===== src/rtl/irq_ctrl.sv =====
// Interrupt controller: edge-latched requests, fixed priority (line 0 highest), one-cycle TAKE pulse then ISR lockout.
// Latency: edge at t -> pending at t+1 -> TAKE at t+2 given instr_done; no backpressure, reti releases ISR.
module irq_ctrl #(
    parameter int              N_IRQ      = 4,
    parameter int              PC_W       = 10,
    parameter logic [PC_W-1:0] VEC_BASE   = 10'h3C0,
    parameter int              VEC_STRIDE = 4
) (
    input  logic             clk,
    input  logic             reset,
    input  logic [N_IRQ-1:0] irq,
    input  logic             mask_we,
    input  logic [N_IRQ-1:0] mask_in,
    input  logic             gie_set,
    input  logic             gie_clr,
    input  logic             instr_done,
    input  logic             reti,
    output logic             int_take,
    output logic [PC_W-1:0]  int_vec,
    output logic [1:0]       int_id,
    output logic             in_service,
    output logic [N_IRQ-1:0] pending,
    output logic [N_IRQ-1:0] mask_out,
    output logic             gie
);

    typedef enum logic [1:0] {
        IDLE = 2'd0,
        TAKE = 2'd1,
        ISR  = 2'd2
    } state_t;

    state_t           state, state_nxt;
    logic [N_IRQ-1:0] irq_prev;
    logic [N_IRQ-1:0] pending_r;
    logic [N_IRQ-1:0] mask_r;
    logic [N_IRQ-1:0] elig;
    logic [N_IRQ-1:0] rise;
    logic [N_IRQ-1:0] clr_vec;
    logic             gie_r;
    logic [1:0]       id_r;
    logic [1:0]       winner;
    logic             take_now;
    logic             ret_now;
    logic [PC_W-1:0]  vec_calc;

    assign rise = irq & ~irq_prev;
    assign elig = pending_r & mask_r;

    // Scan downwards so the lowest set index is the last one written.
    always_comb begin
        winner = 2'd0;
        for (int i = N_IRQ - 1; i >= 0; i--) begin
            if (elig[i]) begin
                winner = 2'(i);
            end
        end
    end

    always_comb begin
        state_nxt = state;
        take_now  = 1'b0;
        ret_now   = 1'b0;
        case (state)
            IDLE: begin
                if (gie_r && (|elig) && instr_done) begin
                    take_now  = 1'b1;
                    state_nxt = TAKE;
                end
            end
            TAKE: begin
                state_nxt = ISR;
            end
            ISR: begin
                if (reti) begin
                    ret_now   = 1'b1;
                    state_nxt = IDLE;
                end
            end
            default: begin
                state_nxt = IDLE;
            end
        endcase
    end

    // New edges are OR-ed in after the clear, so a fresh edge on the taken line survives.
    assign clr_vec = take_now ? (N_IRQ'(1) << winner) : '0;

    always_ff @(posedge clk or posedge reset) begin
        if (reset) begin
            state     <= IDLE;
            irq_prev  <= '0;
            pending_r <= '0;
            mask_r    <= '0;
            gie_r     <= 1'b0;
            id_r      <= 2'd0;
        end else begin
            state     <= state_nxt;
            irq_prev  <= irq;
            pending_r <= (pending_r & ~clr_vec) | rise;
            if (mask_we) begin
                mask_r <= mask_in;
            end
            if (gie_clr) begin
                gie_r <= 1'b0;
            end else if (gie_set) begin
                gie_r <= 1'b1;
            end
            if (take_now) begin
                id_r <= winner;
            end else if (ret_now) begin
                id_r <= 2'd0;
            end
        end
    end

    // Vector sum is truncated to PC_W bits, so large indices wrap silently.
    assign vec_calc   = VEC_BASE + (PC_W'(id_r) * PC_W'(VEC_STRIDE));

    assign int_take   = (state == TAKE);
    assign in_service = (state == TAKE) || (state == ISR);
    assign int_vec    = (state == TAKE) ? vec_calc : '0;
    assign int_id     = id_r;
    assign pending    = pending_r;
    assign mask_out   = mask_r;
    assign gie        = gie_r;

endmodule


===== config.mk =====
export PLATFORM = sky130hd
export DESIGN_NAME = irq_ctrl
export DESIGN_NICKNAME = d
export VERILOG_FILES = /design/src/rtl/irq_ctrl.sv
export SDC_FILE = /design/constraint.sdc
export NUM_CORES = 1
export LEC_CHECK = 0
export ABC_AREA = 0
export CORE_MARGIN = 8
export CORE_UTILIZATION = 41
export CTS_CLUSTER_SIZE = 24
export DETAILED_ROUTE_END_ITERATION = 8
export PLACE_DENSITY = 0.75
export RECOVER_POWER = 25
export SYNTH_ARGS = -nofsm -noshare
export SYNTH_HDL_FRONTEND = slang
export SYNTH_SLANG_ARGS = --single-unit

===== constraint.sdc =====
create_clock -name clk -period 1.8 [get_ports clk]
set_clock_uncertainty 0.2 [all_clocks]
set_input_delay 0.36 -clock clk [delete_from_list [all_inputs] [get_ports clk]]
set_output_delay 0.36 -clock clk [all_outputs]
set_load 0.02 [all_outputs]

# Yosys cells after proc, flatten, opt, wreduce, memory -nomap -nowiden
# Cells that the tools add are included.
# totals
wordCells	43
reg_bits	17
input_bits	15
output_inout_bits	23
# op_classes
n_eq_ne	4
n_reduce_logical	8
n_shift	1
n_bitwise	6
n_addsub	1
muxes	17
# ops
operator	count
$mux W2	8
$and A4 B4 Y4	3
$mux W10	1
$add A7 B5 Y8 const A	1
$not A4 Y4	2
$mux W1	6
$pmux W2 S3	1
$mux W4	1
$ne A2 B2 Y1 const B	2
$or A4 B4 Y4	1
$reduce_bool A2 Y1	2
$reduce_or A4 Y1	1
$shl A1 B2 Y4 const A	1
$eq A2 B1 Y1 const B	1
$eq A2 B2 Y1 const B	1
$logic_and A1 B1 Y1	2
$logic_not A2 Y1	1
$reduce_and A2 Y1	1
$logic_or A1 B1 Y1	1

# Longest topological paths before layout
# Gate-level depths: netlist of the first run.
# logic_depth
ltp_word	10
mapped_depth	7
depth_no_buf	6

# Worst setup path before layout of the first run
# No wires, ideal clock.
# synth_path
path_kind	reg-to-output
startpoint	register state[1]
endpoint	output port int_vec[2]
path_slack_ns	0.092
path_buffers	0
path_stages_with_launch	4
t_arrival_ns	1.148
path_cell_list	dfrtp_1 inv_1 ha_1 and2_1
# synth_via
elab_chain_len	2
# synth_rtl
element	line	rtl
from (decl)	33	state_t state, state_nxt;
from (signal assigned)	98	state <= state_nxt;
$eq A2 B1 Y1	n/a	
named net int_take	18	output logic int_take,
$mux W10	122	assign int_vec = (state == TAKE) ? vec_calc : '0;
to (decl)	19	output logic [PC_W-1:0] int_vec,
# The timed path passes the listed nets, and every way through them passes these cells.

# Final worst setup path of the first run
# layout_path
startpoint	register state[0]
endpoint	output port int_vec[7]
# layout_via
elab_chain_len	2
# layout_rtl
element	line
$eq A2 B1 Y1	122
$mux W10	122
# No other way between the ends.

==> results of run 1 <==
layer usage:
layer	track usage, %	vias up	wire, um
met4	5.25	0	36
met1	11.7	349	847
met3	5.56	5	189
li1	-	358	-
met5	0	-	0
met2	17.9	25	1060
layout make-up:
cell class	instances	area, sq um
Sequential cell	17	425
Multi-Input combinational cell	54	405
Inverter	7	26.3
Tap cell	27	33.8
Timing Repair Buffer	45	398
Clock buffer	4	26.3
Fill cell	169	667
worst max-delay path, stage by stage, from the launching register on:
cell,delay (ns)
dfrtp_1,0.45
ha_4,0.19
buf_4,0.15
buf_4,0.15
state kept, by name (all words and copies together) (netlist names):
signal,cells
pending,4
int_id,2
state,2
irq_prev,4
gie,1
mask_out,4
what timing repair did:
action                                  4_1_cts  5_1_grt
endpoints found under the setup margin       19       10
resized for setup                            51       14
pin swaps                                     0        2
hold buffers                                  0        0
setup buffers                                 0        3
final timing paths:
check	from	end	cells after the start	slack, ns
worst max-delay path	state[0]	int_vec[7]	3	0.008
worst min-delay path	irq_prev[1]	pending[1]	1	0.23
worst max register to register	state[0]	state[0]	7	0.05
worst min register to register	irq_prev[1]	pending[1]	1	0.23
max in group asynchronous	reset	mask_out[1]	3	0.31
min in group asynchronous	reset	int_id[0]	3	0.54
synthesized netlist by cell type:
| library cell | number | share of area, % |
|---|---|---|
| a21o_2 | 1 | 1.0 |
| a21oi_1 | 2 | 1.1 |
| a22o_1 | 3 | 3.0 |
| a22oi_1 | 3 | 2.6 |
| a32o_1 | 1 | 1.1 |
| a41o_2 | 1 | 1.3 |
| and2_1 | 2 | 1.4 |
| and2b_1 | 1 | 0.86 |
| and3_1 | 1 | 0.72 |
| buf_4 | 8 | 6.9 |
| buf_6 | 1 | 1.3 |
| conb_1 | 1 | 0.43 |
| dfrtp_1 | 17 | 49 |
| ha_1 | 4 | 5.7 |
| inv_1 | 7 | 3.0 |
| mux2_2 | 4 | 5.2 |
| nand2_1 | 13 | 5.6 |
| nand3_1 | 4 | 2.3 |
| nand3b_4 | 1 | 2.3 |
| nor2_1 | 4 | 1.7 |
| nor2b_1 | 1 | 0.72 |
| o211ai_1 | 2 | 1.7 |
| o21ai_0 | 2 | 1.1 |
through the flow:
stage	worst slack (ns)	hold slack (ns)	total power, mW
2_1_floorplan	0.0924	0.0861	1.06
3_3_place_gp	-0.116	0.205	1.42
3_5_place_dp	-0.149	0.218	1.45
4_1_cts	-0.0222	0.170	1.62
5_1_grt	-0.0299	0.247	1.88
6_report	0.00826	0.225	1.77
cells by family (layout without fill, tap and decap cells):
| group | Yosys count | count (layout) | synth area share (%) |
|---|---|---|---|
| simple gates | 27 | 27 | 15.6 |
| flops | 17 | 17 | 48.8 |
| buf+inv | 16 | 56 | 11.2 |
| compound gates | 15 | 15 | 13.1 |
| fa+ha+maj | 4 | 4 | 5.74 |
| mux | 4 | 4 | 5.16 |
| other cells | 1 | 4 | 0.430 |
power by group through the flow:
stage	sequential [mW]	clock [mW]	combinational (mW)
finish	0.514	0.206	1.05
global placement	0.513	0	0.911
CTS	0.507	0.210	0.903
detailed placement	0.515	0	0.933
global route	0.525	0.227	1.13
floorplan	0.562	0	0.495
==> flow_summary.json, run 1 <==
{
  "maxSlewViolCount": 0,
  "tns_ns": 0,
  "num_antenna_cells": 0,
  "final_area_sq_mm": 0.00132,
  "globalplace.congestion": 0.779,
  "stdcell_count": 154,
  "max_freq_ghz": 0.558,
  "yosys_warnings": 0,
  "layout-drive-gt1-share_pct": 29.1,
  "synthCells": 84,
  "status": "complete, no violations",
  "p_switching_mw": 0.696,
  "wl_per_cell_um": 13.9,
  "cts_buffers": 3,
  "max-slew-margin-rel_pct": 41.1,
  "avgViaCountPerCell": 4.79,
  "synth-seq-cells": 17,
  "die_w_um": 62.1,
  "dieHeight_um": 62.1,
  "tritoncts": "built",
  "synth_cell_types": 23,
  "fin_nets": 147,
  "power_frac_clock_pct": 11.6,
  "antenna_found_initial": 0,
  "layout_commonest_cell": "dfrtp_1",
  "design.core.area_sq_mm": 0.00198,
  "arrival_ns": 1.23,
  "leakage_nw": 0.640,
  "cellInternalPower_mw": 1.07,
  "peakVddDrop_mv": 0.687,
  "syn_area_sq_um": 872,
  "root_buffer": "clkbuf_4",
  "drv_cap": 0,
  "syn_to_final_growth_pct": 50.8,
  "gr-total-overflow": 0,
  "crit_path_end_kind": "output pin",
  "drc": 0,
  "wirelength_mm": 2.13,
  "htreeDepth": 1,
  "yosysSeqAreaShare_pct": 48.8,
  "first_iter_violations": 16,
  "io_pins": 38,
  "hp-class": "reg -> reg",
  "p_per_area_mw_per_mm2": 1340,
  "min_period_ns": 1.79,
  "power_frac_seq_pct": 29.1,
  "final_antenna_net_count": 0,
  "startpoint_type": "flip-flop",
  "clkSlewWorstSetupHoldPaths_ns": 0.10,
  "post_dp_cell_area_sq_mm": 0.00124,
  "worstMarginPinSlew_ns": 0.884,
  "utilization_pct": 66.4,
  "via_count": 737,
  "critPathKind": "reg -> out",
  "hpwl_mm": 1.64,
  "port_buffers": 33,
  "combinationalPowerShare_pct": 59.3,
  "synth_area_per_cell_sq_um": 10.4,
  "grt_pass1_vias": 786,
  "fin_crit_sh_pct": 99.5,
  "p_sw_share_pct": 39.4,
  "clockBufferDepth": 2,
  "setup_viol": 0,
  "final_hold_viol_count": 0,
  "start_util_pct": 44.0,
  "rsz0062_at_grt": "true",
  "crit_required_ns": 1.24,
  "grt.total_usage_pct": 11.1,
  "rows": 16,
  "mostFrequentLayoutCells": "17 x dfrtp_1, 15 x buf_4, 13 x nand2_1, 11 x dlygate4sd2_1, 9 x clkdlybuf4s50_1",
  "clock_latency_ns": 0.30,
  "cts.sinks": 17,
  "grt_pass1_wl_mm": 3.57,
  "dp_cells": 147,
  "die_area_sq_mm": 0.00386,
  "dr.pass1.iters": 4,
  "cp_max_fo": 5,
  "grt_max_degree": 18
}
Note: power is estimated with default switching activity, not from simulation.
==> run 2, diff against run 1 <==
CAP_MARGIN = 20   (was not set)
==> results of run 2 <==
The final DEF is identical to that of run 1; final timing and power are the same.
